$ cat src/rtl/fft_reorder_if.sv
// Sample-stream bundle between the FFT output and the reorder buffer; the slave
// modport is the reorder block's view. do_sof exists only with FFT_REORDER_SOF_EN.
interface fft_reorder_if #(
    parameter int WIDTH = 16
);
    logic             di_en;
    logic [WIDTH-1:0] di_re;
    logic [WIDTH-1:0] di_im;
    logic             do_en;
    logic [WIDTH-1:0] do_re;
    logic [WIDTH-1:0] do_im;
`ifdef FFT_REORDER_SOF_EN
    logic             do_sof;

    modport master (output di_en, di_re, di_im, input do_en, do_re, do_im, do_sof);
    modport slave  (input di_en, di_re, di_im, output do_en, do_re, do_im, do_sof);
`else
    modport master (output di_en, di_re, di_im, input do_en, do_re, do_im);
    modport slave  (input di_en, di_re, di_im, output do_en, do_re, do_im);
`endif
endinterface

$ cat src/rtl/fft_reorder.sv
// Ping-pong reorder of bit-reversed FFT frames into natural order; FFT_REORDER_SOF_EN adds do_sof.
// First output 2 edges after a frame's last input; no backpressure (<=1 sample/cycle cannot overrun).
module fft_reorder #(
    parameter int LOG_N = 6,
    parameter int WIDTH = 16
) (
    input  logic          clock,
    input  logic          reset,
    fft_reorder_if.slave  bus
);
    localparam int N = 2**LOG_N;

    typedef enum logic {IDLE, READ} state_t;

    state_t             state_q, state_d;
    logic [LOG_N-1:0]   wcnt_q, wcnt_d;
    logic [LOG_N-1:0]   rcnt_q, rcnt_d;
    logic               wsel_q, wsel_d;
    logic               rsel_q, rsel_d;
    logic [1:0]         full_q, full_d;
    logic               do_en_q, do_en_d;
    logic [WIDTH-1:0]   do_re_q, do_re_d;
    logic [WIDTH-1:0]   do_im_q, do_im_d;
`ifdef FFT_REORDER_SOF_EN
    logic               do_sof_q, do_sof_d;
`endif

    logic               rd_vld;
    logic [2*WIDTH-1:0] rd_dat;
    logic [LOG_N-1:0]   wr_addr;
    logic [2*WIDTH-1:0] mem_q [2][N];

    function automatic logic [LOG_N-1:0] bitrev(input logic [LOG_N-1:0] a);
        logic [LOG_N-1:0] r;
        r = '0;
        for (int i = 0; i < LOG_N; i++) r[i] = a[LOG_N-1-i];
        return r;
    endfunction

    assign wr_addr = bitrev(wcnt_q);
    assign rd_dat  = mem_q[rsel_q][rcnt_q];

    always_comb begin
        state_d  = state_q;
        wcnt_d   = wcnt_q;
        rcnt_d   = rcnt_q;
        wsel_d   = wsel_q;
        rsel_d   = rsel_q;
        full_d   = full_q;
        rd_vld   = 1'b0;

        if (bus.di_en) begin
            wcnt_d = wcnt_q + 1'b1;
            if (wcnt_q == {LOG_N{1'b1}}) begin
                full_d[wsel_q] = 1'b1;
                wsel_d         = ~wsel_q;
            end
        end

        // Write and read always sit on opposite banks, so the set above and the clear below never collide.
        case (state_q)
            IDLE: begin
                if (full_q[rsel_q]) begin
                    state_d = READ;
                    rcnt_d  = '0;
                end
            end
            READ: begin
                rd_vld = 1'b1;
                rcnt_d = rcnt_q + 1'b1;
                if (rcnt_q == {LOG_N{1'b1}}) begin
                    full_d[rsel_q] = 1'b0;
                    rsel_d         = ~rsel_q;
                    state_d        = full_q[~rsel_q] ? READ : IDLE;
                end
            end
            default: state_d = IDLE;
        endcase

        do_en_d = rd_vld;
        do_re_d = rd_vld ? rd_dat[2*WIDTH-1:WIDTH] : '0;
        do_im_d = rd_vld ? rd_dat[WIDTH-1:0]       : '0;
`ifdef FFT_REORDER_SOF_EN
        do_sof_d = rd_vld && (rcnt_q == '0);
`endif
    end

    always_ff @(posedge clock or posedge reset) begin
        if (reset) begin
            state_q  <= IDLE;
            wcnt_q   <= '0;
            rcnt_q   <= '0;
            wsel_q   <= 1'b0;
            rsel_q   <= 1'b0;
            full_q   <= '0;
            do_en_q  <= 1'b0;
            do_re_q  <= '0;
            do_im_q  <= '0;
`ifdef FFT_REORDER_SOF_EN
            do_sof_q <= 1'b0;
`endif
        end else begin
            state_q  <= state_d;
            wcnt_q   <= wcnt_d;
            rcnt_q   <= rcnt_d;
            wsel_q   <= wsel_d;
            rsel_q   <= rsel_d;
            full_q   <= full_d;
            do_en_q  <= do_en_d;
            do_re_q  <= do_re_d;
            do_im_q  <= do_im_d;
`ifdef FFT_REORDER_SOF_EN
            do_sof_q <= do_sof_d;
`endif
        end
    end

    // Bank storage is deliberately not reset; the full flags gate every read.
    always_ff @(posedge clock) begin
        if (bus.di_en) mem_q[wsel_q][wr_addr] <= {bus.di_re, bus.di_im};
    end

    assign bus.do_en  = do_en_q;
    assign bus.do_re  = do_re_q;
    assign bus.do_im  = do_im_q;
`ifdef FFT_REORDER_SOF_EN
    assign bus.do_sof = do_sof_q;
`endif
endmodule

$ cat src/flat_wrapper.sv
// flat-port wrapper written by rule: the top's interface ports become plain ports
module fft_reorder_flat 
#(
    parameter int LOG_N = 6,
    parameter int WIDTH = 16
)
  (clock, reset, bus_di_en, bus_di_re, bus_di_im, bus_do_en, bus_do_re, bus_do_im);
  fft_reorder_if #(.WIDTH(WIDTH)) bus_i ();
  input  logic clock;
  input  logic reset;
  input wire logic [$bits(bus_i.di_en)-1:0] bus_di_en;
  input wire logic [$bits(bus_i.di_re)-1:0] bus_di_re;
  input wire logic [$bits(bus_i.di_im)-1:0] bus_di_im;
  output wire logic [$bits(bus_i.do_en)-1:0] bus_do_en;
  output wire logic [$bits(bus_i.do_re)-1:0] bus_do_re;
  output wire logic [$bits(bus_i.do_im)-1:0] bus_do_im;
  assign bus_i.di_en = bus_di_en;
  assign bus_i.di_re = bus_di_re;
  assign bus_i.di_im = bus_di_im;
  assign bus_do_en = bus_i.do_en;
  assign bus_do_re = bus_i.do_re;
  assign bus_do_im = bus_i.do_im;
  fft_reorder #(.LOG_N(LOG_N), .WIDTH(WIDTH)) u_core (.clock(clock), .reset(reset), .bus(bus_i));
endmodule
$ cat config.mk
export PLATFORM = sky130hd
export DESIGN_NAME = fft_reorder_flat
export DESIGN_NICKNAME = d
export VERILOG_FILES = /design/src/rtl/fft_reorder_if.sv /design/src/rtl/fft_reorder.sv /design/src/flat_wrapper.sv
export SDC_FILE = /design/constraint.sdc
export NUM_CORES = 2
export LEC_CHECK = 0
export ABC_CLOCK_PERIOD_IN_PS = 5100
export CAP_MARGIN = 20
export CELL_PAD_IN_SITES_DETAIL_PLACEMENT = 0
export CELL_PAD_IN_SITES_GLOBAL_PLACEMENT = 2
export CORE_MARGIN = 4
export CORE_UTILIZATION = 29
export CTS_BUF_LIST = sky130_fd_sc_hd__clkbuf_8
export DETAILED_ROUTE_END_ITERATION = 12
export MAX_ROUTING_LAYER = met4
export PLACE_DENSITY_LB_ADDON = 0.1
export SLEW_MARGIN = 20
export SYNTH_ARGS = -nofsm -noshare
export SYNTH_HDL_FRONTEND = slang
export SYNTH_SLANG_ARGS = --single-unit
$ cat constraint.sdc
create_clock -name clock -period 5.1 [get_ports clock]
set_input_delay 0.51 -clock clock [delete_from_list [all_inputs] [get_ports clock]]
set_output_delay 0.51 -clock clock [all_outputs]
set_load 0.005 [all_outputs]
==> metrics.cfg <==
[run_status]
status = complete, no violations

[power]
power_frac_clock_pct = 33.4
power_switching_share_pct = 32.3
p_per_area_nw_per_um2 = 461
intPower_mw = 58.0
peakVddDrop_mv = 0.296
p_comb_share_pct = 21.1
p_seq_share_pct = 45.5
p_leak_nw = 56.7
p_sw_mw = 27.6

[global_route]
overflow = 0
grtUsageTotal_pct = 19.9
grt_first_pass_wirelength_mm = 745
grt_pass1_vias = 85000
grt_max_degree = 118
antenna_found_initial = 63

[yosys]
yosysTopAreaCellShare_pct = 77.0
synth_nets = 7417
synth_ff_type = edfxtp_1
synth_top_family_by_area = multiplexers
synthesis.area_um2 = 160000
synth-async-reset-ratio_pct = 1.21
synth_cell_types = 62
seq_area_frac_synth_pct = 77.8
yosys_warnings = 0
synth_edf_count = 4096
yosys.area_share.simple_pct = 1.36
synth_fa_ha_area_share_pct = 0.0548
yosysTopAreaCell = edfxtp_1
synth_mux_area_share_pct = 14.9
synth_cells = 7375
synth_compound_area_share_pct = 4.02
synth_xor_area_share_pct = 0.0384
avgSynthCellArea_um2 = 21.7
synth_seq_cells = 4146
synth_area_leaders = edfxtp_1 (77%), mux4_2 (11%), mux2i_1 (3.3%), dfrtp_1 (0.78%), a22oi_1 (0.74%)

[layout]
fillCellCount = 51700
drive_above_1_share_pct = 27.9
nNetsFinal = 8300
syn2layout_area_growth_pct = 16.4

[clock_network]
numCtsBuffers = 740
cts_sinks = 4146
clk_latency_ns = 1.28
clk_pin_slew_ns = 0.06
cts_tree = built
clock_path_buffers = 4
cts_root_buf = clkbuf_8
h-tree-depth = 6

[critical_path]
crit_family = buffers and inverters
critPathBufInv = 4
slowest_delay_ns = 0.87
setup.worst_path.class = reg -> reg
required_ns = 6.19
critPathLaunchType = flip-flop
cp_cell_sequence = buf_12 > buf_4 > buf_4 > mux4_2 > or2_2 > a21oi_1 > nor3_1 > nor3_1 > buf_4 > nor3_1
startpoint = u_core.rsel_q$_DFFE_PP0P_
critical_path.slowest_cell = dfrtp_4
r2r_start = u_core.rsel_q$_DFFE_PP0P_
path_max_fanout = 21
crit_path_end_kind = flip-flop
critPathArrivalTime_ns = 5.27

[placed_design]
post-place-ws_ns = 0.806
place_hpwl_mm = 321
gp_congestion = 0.763
portBuffers = 67

[routing]
wl_per_cell_um = 34.3
routed_wl_mm = 552
drt_iter0_drc = 7403
postRouteAntennaNets = 0
viasPerCell = 5.04
dr.pass1.iters = 5
vias = 81200
drc = 0

[sta]
tns_ns = 0
fin_ws_ns = 0.921
slew_headroom_pct = 18.2
rsz0062_at_grt = no
clock_skew_ns = 0.0827
period_minus_slack_ns = 4.18
finalHoldViolCount = 0
period_share_pct = 81.9
worst-slew-pin-transition_ns = 1.22
setup_viol = 0
max_freq_mhz = 239
slew_viol_final = 0

[floorplanning]
dieHeight_um = 750
io_pins = 68
die-area_um2 = 563000
fp.coreArea_um2 = 549000
rows = 272
dieWidth_um = 750
start_util_pct = 29.1

[min_path]
hp-class = in -> async

[flow_run]
cap_violations = 0

per-stage QoR:
stage	hold WS (ns)	cells	power, mW	area (um^2)	util, %
after floorplan	0.352	7375	46.9	160000	-
after global placement	0.529	14700	58.2	172000	31.4
after detailed placement	0.547	14700	58.2	172000	31.4
after CTS	0.0148	16100	87.4	186000	33.9
after global routing	0.0816	16100	89.3	186000	33.9
final	0.224	16100	85.7	186000	33.9
worst min-delay path, cell delays in order:
cell and delay [ns]:
dlygate4sd3_1 0.53, clkdlybuf4s50_1 0.44, inv_2 0.50
cell families after synthesis:
logic type,Yosys count
AOI/OAI and AO/OA,893
xor gates and xnor gates,7
adders and majority gates,7
buffers and inverters,455
DFF,4146
muxes,1358
and+or+nand+nor,509
cells in the final DEF (no fill, tap or decap), drive strengths merged, types with 8 or more instances in the layout:
| cell type | count |
|---|---|
| diode | 36 |
| o211ai | 25 |
| nor3 | 20 |
| a221o | 39 |
| nand2b | 11 |
| a21o | 16 |
| o21ai | 96 |
| nor4 | 17 |
| edfxtp | 4096 |
| a31oi | 39 |
| dlygate4sd3 | 33 |
| nor2 | 249 |
| a311oi | 17 |
| mux4 | 808 |
| nand2 | 146 |
| mux2i | 520 |
| o22ai | 30 |
| nand3 | 30 |
| a32oi | 8 |
| a211oi | 58 |
| bufinv | 8 |
| clkbuf | 759 |
| clkinv | 228 |
| a21oi | 170 |
| nand4 | 9 |
| buf | 518 |
| clkdlybuf4s50 | 35 |
| o31ai | 32 |
| mux2 | 30 |
| a22oi | 158 |
| dfrtp | 50 |
| inv | 317 |
| a221oi | 131 |
| a22o | 31 |
path summary, 6_finish.rpt:
check                                                   to  slack [ns]  cells after the start
hold / removal               u_core.bus.do_im[3]$_DFF_PP0_        0.22                      3
setup / recovery             u_core.bus.do_re[4]$_DFF_PP0_        0.92                     10
max in group asynchronous        u_core.rsel_q$_DFFE_PP0P_        3.64                      4
min in group clock         u_core.mem_q[1][1743]$_DFFE_PP_        0.23                      2
hold reg to reg                 u_core.full_q[0]$_DFF_PP0_        0.56                      2
setup reg to reg             u_core.bus.do_re[4]$_DFF_PP0_        0.92                     10
registers in the layout, summed over array words and instances, names as in the netlist:
register,flops
u_core.mem_q,4096
u_core.bus.do_im,16
u_core.bus.do_re,16
u_core.rcnt_q,6
u_core.wcnt_q,6
u_core.full_q,2
u_core.bus.do_en,1
u_core.rsel_q,1
u_core.state_q,1
u_core.wsel_q,1
metal layers:
layer | track usage [%] | wire [um]
met5 | - | 0
met4 | 4.03 | 11000
met3 | 2.87 | 27500
met2 | 31.4 | 263000
met1 | 27.5 | 251000
what timing repair did:
action,4_1_cts,5_1_grt
hold buffers,33,0
gates resized for setup,0,0
hold endpoints to repair,2356,0
buffers inserted,0,0
cell type report:
class	instances	area, um^2	share of cell area [%]
Tap cell	7261	9080	4.88
Timing Repair Buffer	586	5510	2.96
Clock buffer	759	10400	5.62
Clock inverter	549	2860	1.54
Sequential cell	4146	124000	66.8
Inverter	10	56.3	0.0303
Antenna cell	36	90.1	0.0484
Multi-Input combinational cell	2774	33700	18.1
cell usage after synthesis, types with 11 or more instances:
library cell and n:
a21oi_1 170, a31oi_1 39, buf_8 25, a311oi_1 17, nor4_1 17, nand2_1 146
nand3_1 30, o22ai_1 30, a211oi_1 57, mux4_2 808, dfrtp_1 50, buf_6 49
nor3_1 14, buf_4 45, o21ai_0 78, buf_1 22, a22oi_1 157, buf_2 106
a221o_1 39, nor2_1 249, edfxtp_1 4096, buf_12 21, a221oi_1 123, o31ai_1 32
mux2i_1 520, o211ai_1 25, clkbuf_1 177, o21ai_1 18, a21o_1 16, a22o_1 31
mux2_2 30, nand2b_1 11
power by group through the flow:
| stage | clock (mW) | sequential, mW | combinational, mW |
|---|---|---|---|
| finish | 28.6 | 39.0 | 18.1 |
| CTS | 29.8 | 39.0 | 18.6 |
| detailed placement | 0 | 39.7 | 18.5 |
| global placement | 0 | 39.7 | 18.5 |
| floorplan | 0 | 39.2 | 7.76 |
| global route | 31.3 | 39.0 | 19.0 |
(Power assumes the default switching activity.)
